===== config.mk =====
export PLATFORM = sky130hd
export DESIGN_NAME = seg_scroll_display
export DESIGN_NICKNAME = d
export VERILOG_FILES = /design/src/rtl/seg7_pkg.sv /design/src/rtl/seg7_decode.sv /design/src/rtl/seg_scroll_display.sv
export SDC_FILE = /design/constraint.sdc
export NUM_CORES = 1
export LEC_CHECK = 0
export BUFFER_PORTS_ARGS = -buffer_cell sky130_fd_sc_hd__buf_2
export CELL_PAD_IN_SITES_DETAIL_PLACEMENT = 0
export CELL_PAD_IN_SITES_GLOBAL_PLACEMENT = 2
export CORE_ASPECT_RATIO = 1.2
export CORE_UTILIZATION = 45
export DETAILED_ROUTE_END_ITERATION = 8
export HOLD_SLACK_MARGIN = 0.06
export PLACE_DENSITY_LB_ADDON = 0.1
export SYNTH_ARGS = -nofsm -noshare
export SYNTH_HDL_FRONTEND = slang
export SYNTH_HIERARCHICAL = 1
export SYNTH_SLANG_ARGS = --single-unit

===== constraint.sdc =====
create_clock -name clk -period 4.45 [get_ports clk]
set_clock_uncertainty 0.05 [all_clocks]
set_input_delay 0.2225 -clock clk [delete_from_list [all_inputs] [get_ports clk]]
set_output_delay 0.2225 -clock clk [all_outputs]
set_load 0.01 [all_outputs]

===== src/rtl/seg7_pkg.sv =====
// Shared seven-segment types and BCD decode for the scroller.
// Exports SEG_BLANK, bcd_t, seg_t and bcd_to_seg (active-low a..g).
package seg7_pkg;

  localparam logic [6:0] SEG_BLANK = 7'h7F;

  typedef logic [3:0] bcd_t;
  typedef logic [6:0] seg_t;

  function automatic seg_t bcd_to_seg(input bcd_t v);
    seg_t s;
    s = SEG_BLANK;
    case (v)
      4'd0:    s = 7'h40;
      4'd1:    s = 7'h79;
      4'd2:    s = 7'h24;
      4'd3:    s = 7'h30;
      4'd4:    s = 7'h19;
      4'd5:    s = 7'h12;
      4'd6:    s = 7'h02;
      4'd7:    s = 7'h78;
      4'd8:    s = 7'h00;
      4'd9:    s = 7'h10;
      default: s = SEG_BLANK;
    endcase
    return s;
  endfunction

endpackage


===== src/rtl/seg7_decode.sv =====
// Combinational BCD to active-low seven-segment decoder.
// Ports: bcd (in, bcd_t), seg (out, seg_t; 10..15 blank).
module seg7_decode
  import seg7_pkg::*;
(
  input  bcd_t bcd,
  output seg_t seg
);

  assign seg = bcd_to_seg(bcd);

endmodule


===== src/rtl/seg_scroll_display.sv =====
// Multiplexed seven-segment scroller over a writable BCD sequence.
// Ports: clk, rst (async high), en, dir, wr_en/wr_addr/wr_data in;
// seg, an (active low), pos out; dp out with SEG_SCROLL_DP_EN.
module seg_scroll_display
  import seg7_pkg::*;
#(
  parameter int SEQ_LEN     = 8,
  parameter int NUM_DIGITS  = 4,
  parameter int REFRESH_DIV = 50000,
  parameter int SCROLL_DIV  = 25000000,
  parameter logic [4*SEQ_LEN-1:0] SEQ_INIT = 32'h3010_8991
) (
  input  logic                       clk,
  input  logic                       rst,
  input  logic                       en,
  input  logic                       dir,
  input  logic                       wr_en,
  input  logic [$clog2(SEQ_LEN)-1:0] wr_addr,
  input  logic [3:0]                 wr_data,
  output logic [6:0]                 seg,
  output logic [NUM_DIGITS-1:0]      an,
`ifdef SEG_SCROLL_DP_EN
  output logic                       dp,
`endif
  output logic [$clog2(SEQ_LEN)-1:0] pos
);

  localparam int AW  = $clog2(SEQ_LEN);
  localparam int AW1 = AW + 1;
  localparam int RW  = (REFRESH_DIV > 1) ? $clog2(REFRESH_DIV) : 1;
  localparam int CW  = (SCROLL_DIV > 1) ? $clog2(SCROLL_DIV) : 1;
  localparam int SW  = (NUM_DIGITS > 1) ? $clog2(NUM_DIGITS) : 1;

  localparam logic [RW-1:0]  REF_LAST  = RW'(REFRESH_DIV - 1);
  localparam logic [CW-1:0]  SCR_LAST  = CW'(SCROLL_DIV - 1);
  localparam logic [SW-1:0]  SCAN_LAST = SW'(NUM_DIGITS - 1);
  localparam logic [AW-1:0]  POS_LAST  = AW'(SEQ_LEN - 1);
  localparam logic [AW1-1:0] LEN_W     = AW1'(SEQ_LEN);

  bcd_t seq_q [SEQ_LEN];
  bcd_t seq_d [SEQ_LEN];

  logic [RW-1:0]         ref_q, ref_d;
  logic [CW-1:0]         scr_q, scr_d;
  logic [SW-1:0]         scan_q, scan_d;
  logic [AW-1:0]         pos_q, pos_d;
  logic [6:0]            seg_q, seg_d;
  logic [NUM_DIGITS-1:0] an_q, an_d;

  logic [AW1-1:0] sum;
  logic [AW-1:0]  disp_idx;
  bcd_t           digit;
  seg_t           dec_seg;

  seg7_decode u_dec (
    .bcd (digit),
    .seg (dec_seg)
  );

  always_comb begin
    ref_d  = ref_q + 1'b1;
    scan_d = scan_q;
    if (ref_q == REF_LAST) begin
      ref_d  = '0;
      scan_d = (scan_q == SCAN_LAST) ? '0 : scan_q + 1'b1;
    end

    scr_d = scr_q;
    pos_d = pos_q;
    if (en) begin
      scr_d = scr_q + 1'b1;
      if (scr_q == SCR_LAST) begin
        scr_d = '0;
        if (dir) pos_d = (pos_q == '0) ? POS_LAST : pos_q - 1'b1;
        else     pos_d = (pos_q == POS_LAST) ? '0 : pos_q + 1'b1;
      end
    end

    seq_d = seq_q;
    if (wr_en && ({1'b0, wr_addr} < LEN_W)) begin
      seq_d[wr_addr] = wr_data;
    end

    // pos < SEQ_LEN and scan < SEQ_LEN, so one subtract wraps
    sum = {1'b0, pos_q} + AW1'(scan_q);
    if (sum >= LEN_W) sum = sum - LEN_W;
    disp_idx = sum[AW-1:0];
    digit    = seq_q[disp_idx];

    seg_d = dec_seg;
    an_d  = ~(NUM_DIGITS'(1) << scan_q);
  end

  always_ff @(posedge clk or posedge rst) begin
    if (rst) begin
      for (int i = 0; i < SEQ_LEN; i++) begin
        seq_q[i] <= SEQ_INIT[4*i +: 4];
      end
      ref_q  <= '0;
      scr_q  <= '0;
      scan_q <= '0;
      pos_q  <= '0;
      seg_q  <= SEG_BLANK;
      an_q   <= '1;
    end else begin
      seq_q  <= seq_d;
      ref_q  <= ref_d;
      scr_q  <= scr_d;
      scan_q <= scan_d;
      pos_q  <= pos_d;
      seg_q  <= seg_d;
      an_q   <= an_d;
    end
  end

  assign seg = seg_q;
  assign an  = an_q;
  assign pos = pos_q;

`ifdef SEG_SCROLL_DP_EN
  logic dp_q, dp_d;

  // Marks the first digit of the stored sequence.
  always_comb dp_d = (disp_idx != '0);

  always_ff @(posedge clk or posedge rst) begin
    if (rst) dp_q <= 1'b1;
    else     dp_q <= dp_d;
  end

  assign dp = dp_q;
`endif

endmodule


==> metrics.md <==
| Metric | Value |
|---|---|
| Status | `complete, no violations` |
| Async set-reset flop share out of synthesis | `100%` |
| Clock sink total | `between 80 and 90` |
| CP max stage cell | `fa_1` |
| Post-Syn Nets | `~400` |
| Setup Fix Bufs, Post-CTS | `0` |
| Layout fillers | `910` |
| Util after Layout | `~52%` |
| Period utilisation layout | `68.8%` |
| Grt ovf | `0` |
| Post-Synthesis Cells | `380` |
| Worst-path cell chain | `ha_1, inv_1, fa_1, mux4_2, mux2_2, ha_1, or2_1, a21oi_2, a31oi_1` |
| Share of the synthesized area in the top cell type | `~39%` |
| Synth warn | `6` |
| Synth cell types | `49` |
| Placed cell area | `around 4700 sq um` |
| Max cap viols | `0` |
| Clock Pin Slew Worst Setup and Hold Paths | `about 0.060 ns` |
| Post-DRT Antenna Nets | `0` |
| Num rows | `39` |
| Initial drt markers | `81` |
| Count of pins over their slew limit | `0` |
| Crit. End Element | `flip-flop` |
| Die area | `10,300 sq um` |
| CTS tree | `done` |
| Largest cells by area after synthesis | `dfrtp_1, dfstp_2, mux2_2, ha_1, mux4_2` |
| Die width | `approximately 90 um` |
| Diodes inserted | `0` |
| Clock root buffer | `clkbuf_16` |
| Hpwl dp | `5.85 mm` |
| Initial antenna violation count | `0` |
| DR vias/cell | `5.35` |
| EDFF count, synth | `0` |
| Setup CP Type | `reg2reg` |
| Port bufs | `25` |
| Worst Tran Pin Value | `0.785 ns` |
| Setup ws final | `between 1 and 1.5 ns` |
| H-tree levels | `3` |
| Total power draw | `2.02 mW` |
| 1st-pass router iterations | `4` |
| Crit path launch type | `flip-flop` |
| RSZ-0062 raised after global routing | `false` |
| Cts hold-fix bufs | `1` |
| Die height | `111 um` |
| Non-Filler Instances | `539` |
| PwrDens | `a little over 400 nW/um^2` |
| Worst skew pair latency | `between 0.3 and 0.4 ns` |
| CP top delay family | `adder cells` |
| Gr usage total | `between 10% and 20%` |
| Inst Count DP | `between 500 and 600` |
| CTS resizes | `0` |
| Arrival time at the worst endpoint | `between 3 and 4 ns` |
| Residual DRC count | `0` |
| Place WS | `around 1.4 ns` |
| Ports | `26` |
| Worst path bufs/invs | `1` |
| Global-route wire length before repair | `~14 mm` |
| RePlAce Congestion | `slightly above 0.7` |
| Final setup vio count | `0` |
| Sequential area share after synthesis | `between 50% and 60%` |
| DR vias | `between 2,000 and 3,000` |
| Critical Path RT | `4.65 ns` |
| Vias in the first global route | `roughly 2,900` |
| Post-route cell area | `4970 sq um` |
| Largest net degree at the start of global routing | `between 40 and 50` |
| Top FF cell, synth | `dfrtp_1` |
| Top-count cell post-synth | `dfrtp_1` |
| Mean post-synth cell area | `11.7 sq um` |
| F_max | `326 MHz` |
| Final hold vios | `0` |
| Min Tclk post-route | `a little over 3 ns` |
| Drt total wl | `8.06 mm` |
| Maximum buffer depth of the clock tree | `2` |
| Slew headroom | `between 40% and 50%` |
| CP Max Fanout | `8` |
| Share of layout cells above drive strength 1 | `29.8%` |
| Top cell type by total area after synthesis | `dfrtp_1` |
| Hold WS | `approximately 0.15 ns` |
| Hold Path Class | `in2reg` |
| Worst path max stage delay | `a little under 0.8 ns` |
| List of most frequent post-synthesis cells | `dfrtp_1, mux2_2, nor2_1` |
| Worst ir drop on vdd | `between 200 and 250 uV` |
| Cell Area, Synth | `roughly 4400 sq um` |
| Layout area overhead | `12.1%` |
| Final nets | `440` |
| Pleak | `approximately 2.1 nW` |
| Cell mode on critical path | `ha_1` |
| Num CTS Buffers | `9` |
| Initial Util | `between 40% and 50%` |
| Register bit total from synthesis | `between 80 and 90` |
| Setup_tns | `0 ns` |
| Core box area | `around 9600 sq um` |
| Drt wl/cell | `14.9 um` |
-- final cells by class --
cell class / instances / area, sq um / area share [%]
Clock buffer: 9 / 225 / 4.53
Tap cell: 123 / 154 / 3.10
Sequential cell: 89 / 2250 / 45.3
Clock inverter: 7 / 60.1 / 1.21
Multi-Input combinational cell: 261 / 2050 / 41.2
Inverter: 22 / 83.8 / 1.69
Timing Repair Buffer: 28 / 150 / 3.02
-- sequential cells by signal (all words and copies together) (netlist names) --
signal / cells
seq_q: 32
scr_q: 25
ref_q: 16
seg: 7
an: 4
pos: 3
scan_q: 2
-- cells in the final DEF, fill, tap and decap left out, types with 12 or more instances in the layout --
cell	synthesis	layout
dfrtp_1	69	69
mux2_2	38	38
nor2_1	32	32
buf_2	2	25
inv_1	22	21
xnor2_1	20	20
dfstp_2	20	20
nand3_1	17	17
ha_1	16	16
nand2_1	15	15
o21ai_0	15	15
nand4_1	14	14
a21oi_1	12	12
-- per-layer routing --
metal	wire length, um	track usage (%)	vias up	part of all wire (%)
met3	175	3.09	12	2.2
met2	4110	29.2	31	51
li1	-	-	1420	-
met1	3620	21.5	1421	45
met4	148	7.38	0	1.8
met5	0	0	-	0
-- path summary, 6_finish.rpt --
path                       startpoint       end  slack, ns  cells past startpoint
min                                en  scr_q[1]       0.15                      2
min in group asynchronous         rst  seq_q[3]       0.51                      3
min reg2reg                  ref_q[0]  ref_q[0]       0.44                      1
max                         scan_q[0]    seg[3]       1.39                      9
max in group asynchronous         rst     an[2]       2.82                      4
max reg2reg                 scan_q[0]    seg[3]       1.39                      9
-- cells by family (layout without fill, tap and decap cells) --
logic type      after synthesis  after routing  share of synthesized area, %
buf+inv                      30             66                          3.08
xor+xnor                     28             28                          5.53
mux                          47             47                          13.9
simple gates                130            130                          16.5
compound gates               39             39                          5.25
flops                        89             89                          50.8
fa+ha+maj                    17             17                          4.97
-- power by group --
part	switching, mW	internal, mW	leakage [nW]	total (mW)
Clock	0.328	0.388	0.131	0.716
Sequential	0.0734	0.949	1.08	1.02
Combinational	0.133	0.147	0.881	0.281
Total	0.535	1.48	2.09	2.02
(Power assumes the default switching activity.)
